<file path="src/rtl/ahb_pkg.sv">
// Shared AHB-Lite encodings for the initiator and its helpers.
package ahb_pkg;

   typedef enum logic [1:0] {
      HTRANS_IDLE   = 2'b00,
      HTRANS_BUSY   = 2'b01,
      HTRANS_NONSEQ = 2'b10,
      HTRANS_SEQ    = 2'b11
   } htrans_e;

   typedef enum logic [2:0] {
      HSIZE_BYTE = 3'b000,
      HSIZE_HALF = 3'b001,
      HSIZE_WORD = 3'b010
   } hsize_e;

   localparam logic [2:0] HBURST_SINGLE = 3'b000;
   localparam logic       HRESP_OKAY    = 1'b0;
   localparam logic       HRESP_ERROR   = 1'b1;

endpackage

</file>
<file path="src/rtl/ahb_init_wdog.sv">
// Wait-state watchdog: flags a data phase stalled for TIMEOUT_CYCLES cycles.
// Only present when AHB_INIT_TIMEOUT_EN is defined.
`ifdef AHB_INIT_TIMEOUT_EN
module ahb_init_wdog #(
   parameter int TIMEOUT_CYCLES = 1024
) (
   input  logic clk,
   input  logic rst_n,
   input  logic d_valid,
   input  logic hready,
   input  logic timeout_clr,
   output logic timeout
);

   localparam int CW = $clog2(TIMEOUT_CYCLES + 1);

   logic [CW-1:0] cnt_q, cnt_d;
   logic          timeout_q, timeout_d;

   // Counter saturates at the limit so a very long stall cannot wrap it.
   always_comb begin
      cnt_d     = cnt_q;
      timeout_d = timeout_q;
      if (hready || !d_valid) begin
         cnt_d = '0;
      end else if (cnt_q != CW'(TIMEOUT_CYCLES)) begin
         cnt_d = cnt_q + CW'(1);
      end
      if (d_valid && !hready && (cnt_q == CW'(TIMEOUT_CYCLES - 1))) begin
         timeout_d = 1'b1;
      end
      if (timeout_clr) begin
         timeout_d = 1'b0;
      end
   end

   always_ff @(posedge clk or negedge rst_n) begin
      if (!rst_n) begin
         cnt_q     <= '0;
         timeout_q <= 1'b0;
      end else begin
         cnt_q     <= cnt_d;
         timeout_q <= timeout_d;
      end
   end

   assign timeout = timeout_q;

endmodule
`endif

</file>
<file path="src/rtl/ahb_lite_initiator.sv">
// Single-master AHB-Lite initiator: valid/ready commands in, pipelined single transfers out.
// Optional wait-state watchdog enabled with AHB_INIT_TIMEOUT_EN.
module ahb_lite_initiator
   import ahb_pkg::*;
#(
   parameter int AW             = 32,
   parameter int DW             = 32,
   parameter int TIMEOUT_CYCLES = 1024
) (
   input  logic          HCLK,
   input  logic          HRESETn,
   input  logic          cmd_valid,
   output logic          cmd_ready,
   input  logic          cmd_write,
   input  logic [AW-1:0] cmd_addr,
   input  logic [1:0]    cmd_size,
   input  logic [DW-1:0] cmd_wdata,
   output logic          rsp_valid,
   output logic [DW-1:0] rsp_rdata,
   output logic          rsp_err,
   output logic          busy,
`ifdef AHB_INIT_TIMEOUT_EN
   input  logic          timeout_clr,
   output logic          timeout,
`endif
   output logic [AW-1:0] HADDR,
   output logic [1:0]    HTRANS,
   output logic          HWRITE,
   output logic [2:0]    HSIZE,
   output logic [2:0]    HBURST,
   output logic [DW-1:0] HWDATA,
   input  logic          HREADY,
   input  logic          HRESP,
   input  logic [DW-1:0] HRDATA
);

   logic          a_valid_q, a_valid_d;
   logic [AW-1:0] a_addr_q,  a_addr_d;
   logic          a_write_q, a_write_d;
   logic [1:0]    a_size_q,  a_size_d;
   logic [DW-1:0] a_wdata_q, a_wdata_d;
   logic          d_valid_q, d_valid_d;
   logic          d_write_q, d_write_d;
   logic [DW-1:0] d_wdata_q, d_wdata_d;
   logic          rsp_valid_q, rsp_valid_d;
   logic [DW-1:0] rsp_rdata_q, rsp_rdata_d;
   logic          rsp_err_q,   rsp_err_d;

   // A free address slot may be filled during a wait state: the bus shows
   // IDLE there, and IDLE may change to NONSEQ while HREADY is low.
   assign cmd_ready = ~a_valid_q | HREADY;

   always_comb begin
      a_valid_d   = a_valid_q;
      a_addr_d    = a_addr_q;
      a_write_d   = a_write_q;
      a_size_d    = a_size_q;
      a_wdata_d   = a_wdata_q;
      d_valid_d   = d_valid_q;
      d_write_d   = d_write_q;
      d_wdata_d   = d_wdata_q;
      rsp_valid_d = 1'b0;
      rsp_rdata_d = rsp_rdata_q;
      rsp_err_d   = rsp_err_q;
      if (HREADY) begin
         if (d_valid_q) begin
            rsp_valid_d = 1'b1;
            rsp_err_d   = (HRESP == HRESP_ERROR);
            rsp_rdata_d = d_write_q ? '0 : HRDATA;
         end
         d_valid_d = a_valid_q;
         d_write_d = a_write_q;
         d_wdata_d = a_wdata_q;
         a_valid_d = cmd_valid;
      end
      if (cmd_valid && cmd_ready) begin
         a_valid_d = 1'b1;
         a_addr_d  = cmd_addr;
         a_write_d = cmd_write;
         a_size_d  = cmd_size;
         a_wdata_d = cmd_wdata;
      end
   end

   always_ff @(posedge HCLK or negedge HRESETn) begin
      if (!HRESETn) begin
         a_valid_q   <= 1'b0;
         a_addr_q    <= '0;
         a_write_q   <= 1'b0;
         a_size_q    <= '0;
         a_wdata_q   <= '0;
         d_valid_q   <= 1'b0;
         d_write_q   <= 1'b0;
         d_wdata_q   <= '0;
         rsp_valid_q <= 1'b0;
         rsp_rdata_q <= '0;
         rsp_err_q   <= 1'b0;
      end else begin
         a_valid_q   <= a_valid_d;
         a_addr_q    <= a_addr_d;
         a_write_q   <= a_write_d;
         a_size_q    <= a_size_d;
         a_wdata_q   <= a_wdata_d;
         d_valid_q   <= d_valid_d;
         d_write_q   <= d_write_d;
         d_wdata_q   <= d_wdata_d;
         rsp_valid_q <= rsp_valid_d;
         rsp_rdata_q <= rsp_rdata_d;
         rsp_err_q   <= rsp_err_d;
      end
   end

   assign HTRANS    = a_valid_q ? HTRANS_NONSEQ : HTRANS_IDLE;
   assign HADDR     = a_addr_q;
   assign HWRITE    = a_write_q;
   assign HSIZE     = {1'b0, a_size_q};
   assign HBURST    = HBURST_SINGLE;
   assign HWDATA    = d_wdata_q;
   assign rsp_valid = rsp_valid_q;
   assign rsp_rdata = rsp_rdata_q;
   assign rsp_err   = rsp_err_q;
   assign busy      = a_valid_q | d_valid_q;

`ifdef AHB_INIT_TIMEOUT_EN
   ahb_init_wdog #(
      .TIMEOUT_CYCLES(TIMEOUT_CYCLES)
   ) u_wdog (
      .clk        (HCLK),
      .rst_n      (HRESETn),
      .d_valid    (d_valid_q),
      .hready     (HREADY),
      .timeout_clr(timeout_clr),
      .timeout    (timeout)
   );
`endif

endmodule

</file>
<file path="config.mk">
export PLATFORM = sky130hd
export DESIGN_NAME = ahb_lite_initiator
export DESIGN_NICKNAME = d
export VERILOG_FILES = /design/src/rtl/ahb_pkg.sv /design/src/rtl/ahb_init_wdog.sv /design/src/rtl/ahb_lite_initiator.sv
export SDC_FILE = /design/constraint.sdc
export NUM_CORES = 1
export LEC_CHECK = 0
export ABC_CLOCK_PERIOD_IN_PS = 1200
export CAP_MARGIN = 20
export CORE_AREA = 2 2 92 161
export CTS_CLUSTER_SIZE = 28
export DETAILED_ROUTE_END_ITERATION = 7
export DIE_AREA = 0 0 94 163
export MAX_ROUTING_LAYER = met4
export PLACE_DENSITY_LB_ADDON = 0.12
export REMOVE_ABC_BUFFERS = 1
export SKIP_LAST_GASP = 1
export SYNTH_ARGS = -nofsm -noshare
export SYNTH_HDL_FRONTEND = slang
export SYNTH_SLANG_ARGS = --single-unit
</file>
<file path="constraint.sdc">
create_clock -name HCLK -period 1.2 [get_ports HCLK]
set_input_delay 0.18 -clock HCLK [delete_from_list [all_inputs] [get_ports HCLK]]
set_output_delay 0.18 -clock HCLK [all_outputs]
set_load 0.02 [all_outputs]
</file>
==> results by stage <==
Run status:
- The flow ran to the end, but the final reports show violations.
- The final reports fail on negative setup slack.

Run:
- The max capacitance violation total is 0.

Synth:
- Summing every instance area after synthesis gives between 5000 and 6000 µm².
- After synthesis the netlist holds a flip-flop and latch count of 136.
- Of the total synthesized cell area, the portion taken by AND, OR, NAND and NOR gates is 6.65%.
- After Yosys synthesis, full adders, half adders and majority gates account for 0% of the synthesized area.
- The mean post-synth cell area is 14.6 µm².
- The largest family of logic cells by synthesized area is multiplexers.
- During synthesis, Yosys emitted a total of 0 warnings.
- The netlist uses 16 different library cells.
- The post-synthesis share of cell area spent on xor and xnor gates is 0%.
- The synthesized-area fraction occupied by ao, oa, aoi and oai cells is 2.99%.
- The cell count after synthesis is 368.
- The portion of synthesized area spent on multiplexers is 23.5%.
- Sequential cells were found to cover 63.5% of the synthesized design area.

Global route:
- The initial antenna violation count is 0.
- The global routing usage summed across all routing layers is 18.6%.
- Entering global routing, the biggest net connects 35 pins.
- The global-route wire length before repair is 21,000 µm.
- For this run the aggregate overflow at the end of global routing stands at 0.
- The via count of the first global-routing pass is 3,914.

Pwr:
- Summed over all nets, the switching power comes to 4110 µW.
- The overall power consumption is 14,600 µW.
- The clock network burns 37.5% of the power.
- The power per standard cell area is roughly 1800 nW/µm².
- Registers are responsible for 39.4% of the overall power.
- Summed over all cells, the static leakage comes to about 0.0038 µW.
- The worst-case IR drop observed on VDD is 0.00114 V.
- The combinational fraction of design power is 23.1%.
- The internal power summed over all cells is 10,400 µW.
- The fraction of power spent switching nets is 28.3%.

Worst setup path:
- Data on the critical path arrives at its endpoint at 1200 ps.
- The slowest library cell on the worst path is dfrtp_2.
- The number of buffers and inverters on the critical path is 1.
- The worst setup path is launched from a flop.
- The classification of the worst setup path is flop to output port.
- Setup slack on the worst reg-to-reg path comes out at -180 ps.
- The largest single stage delay on the critical path is about 430 ps.
- The signal on the critical path passes through or2_4, buf_6.
- Data on the critical path is required at its endpoint by 1020 ps.
- In this run the worst path has a maximum fanout of 4.
- The cell family contributing the most delay on the critical path is flip-flops.
- The endpoint kind of the worst setup timing path is an output port.

Route:
- The number of design rule violations left after detail routing is 0.
- The post-detailed-route count of antenna-violating nets is 0.
- The via count normalized by instance count is 4.51.
- The total wire length is around 14,000 µm.
- The DRC violation total after the first TritonRoute iteration is 83.
- Across all layers, the routed design uses 3,591 vias.
- The average detailed-routed wire length per instance is 17.0 µm.
- The number of iterations in the first detailed-routing pass is 4.

Clock tree:
- The buffer depth of the longest clock path is 2.
- The level count of the clock H-tree is 4.
- After clock tree synthesis, the clock-pin slew on the worst setup and hold paths is roughly 60 ps.
- CTS placed an instance of clkbuf_16 at the clock tree root.
- The clock sink total is roughly 140.
- The CTS tree is done.
- The insertion delay to the later sink of the worst-skew pair is approximately 410 ps.
- In this run, CTS created clock tree buffers numbering 17.

Floorplan:
- Once the floorplan was initialized, standard cells occupied between 30% and 40% of the core.
- The area inside the core boundary is around 14,000 µm².
- The number of rows in the core area is 58.
- The die outline area is 15,300 µm².
- The height of the chip is 163 µm.
- The count of pins on the block boundary is 213.
- The die is approximately 94 µm wide.

STA:
- The number of pins with negative max-slew slack in the final report is 0.
- The count of final hold-check violations is 0.
- The number of setup violations in the final report is 70.
- The final period demand of the worst path is 1380 ps.
- The final critical-path setup slack is -181 ps.
- For the final database, setup skew stands at between 7 and 8 ps.
- The achievable frequency is 724 MHz.
- Dividing the final minimum period by the clock period gives 115%.
- Setup repair after global routing could not meet its margin everywhere.

Placement:
- Summed over all nets, the half-perimeter wirelength after detailed placement is 9540 µm.
- Routability-driven placement finished with a final weighted congestion of ~0.77.
- The count of port buffers added during placement is 207.
- The setup slack at placement is -285 ps.

Cells and area:
- The antenna diode count is 0.
- Compared with the post-synthesis result, the final layout area differs by 52.1%.
- The final layout net count is 707.
- For this run, the share of the core covered by cells in the final layout is 57.6%.
- The proportion of layout cells with a drive suffix above 1 is 44.8%.

Worst hold path:
- The worst min-delay path category is input port to async pin.
==> cells in the final DEF, fill, tap and decap left out, types with 19 or more instances in the layout <==
master	count
buf_2	102
clkbuf_16	19
clkdlybuf4s50_1	101
dfrtp_1	135
mux2_2	69
mux2_4	33
nand2_1	32
nand2b_1	33
o21ai_0	32
==> cell type report <==
class	count	area (µm²)
multi-input cells	209	1850
flip-flops and latches	136	3400
well taps	180	225
clock inverters	12	164
inverters	1	3.75
fillers	1216	6000
clock buffers	20	467
repair buffers	238	2040
==> what timing repair did <==
action	CTS	global route
pin swaps	2	0
cloned	6	2
hold endpoints to repair	121	0
gates resized for setup	438	10
hold buffers	1	0
endpoints found under the setup margin	174	87
buffers inserted	7	0
==> synthesized netlist by cell type, drive strengths merged <==
master,number,area share [%]
inv,1,0.070
nand2b,34,4.1
nand2,34,2.4
dfrtp,136,64
clkbuf,5,0.35
mux2,102,24
o21ai,32,3.0
or2,1,0.12
buf,22,2.8
conb,1,0.070
==> power by group through the flow <==
| stage | clock network [µW] | logic [µW] | registers, µW |
|---|---|---|---|
| floorplan | 0 | 993 | 6560 |
| global placement | 0 | 3780 | 5790 |
| detailed placement | 0 | 3830 | 5830 |
| CTS | 5590 | 3430 | 5740 |
| global route | 5860 | 3600 | 5820 |
| finish | 5470 | 3360 | 5730 |
==> worst register-to-register path: cells and delay by family, from the launching register on <==
family	cells	cell delay [ps]
buf+inv	2	320
flops	1	430
mux	1	300
simple gates	2	220
==> state kept, by name, indices dropped and copies added, names as in the netlist <==
register   cells
HWDATA        32
rsp_valid      1
rsp_rdata     32
a_wdata_q     32
rsp_err        1
HWRITE         1
d_valid_q      1
a_size_q       2
d_write_q      1
HADDR         32
a_valid_q      1
==> cell families (layout without fill, tap and decap cells) <==
kind of cell    count (synthesis)  after routing
compound gates                 32             32
buf+inv                        28            271
flops                         136            136
mux                           102            102
other cells                     1              5
simple gates                   69             70
==> through the flow <==
step	instances	TNS, ps	instance area [µm²]	hold slack [ps]
6_report	796	-8250	8150	221
5_1_grt	796	-11990	8150	234
4_1_cts	798	-10580	8170	215
3_5_place_dp	752	-16810	7740	86.0
3_3_place_gp	752	-16740	7740	80.1
2_1_floorplan	345	-80160	5200	-116
==> final timing paths <==
check,from,endpoint,cells after the start
setup reg to reg,a_valid_q,HADDR[30],5
hold / removal,HRESETn,HADDR[9],2
hold reg to reg,rsp_rdata[14],rsp_rdata[14],2
setup / recovery,a_valid_q,busy,2
min in group HCLK,HREADY,a_valid_q,4
max in group asynchronous,HRESETn,HWDATA[7],3
==> layer usage <==
layer | vias up | wire length, µm | track usage, % | part of all wire [%]
met2 | 116 | 7570 | 32.5 | 56
li1 | 1702 | - | - | -
met4 | 0 | 227 | 5.86 | 1.7
met1 | 1758 | 5060 | 20.6 | 37
met5 | - | 0 | - | 0
met3 | 15 | 690 | 4.53 | 5.1
Power figures use the tool's default switching activity.
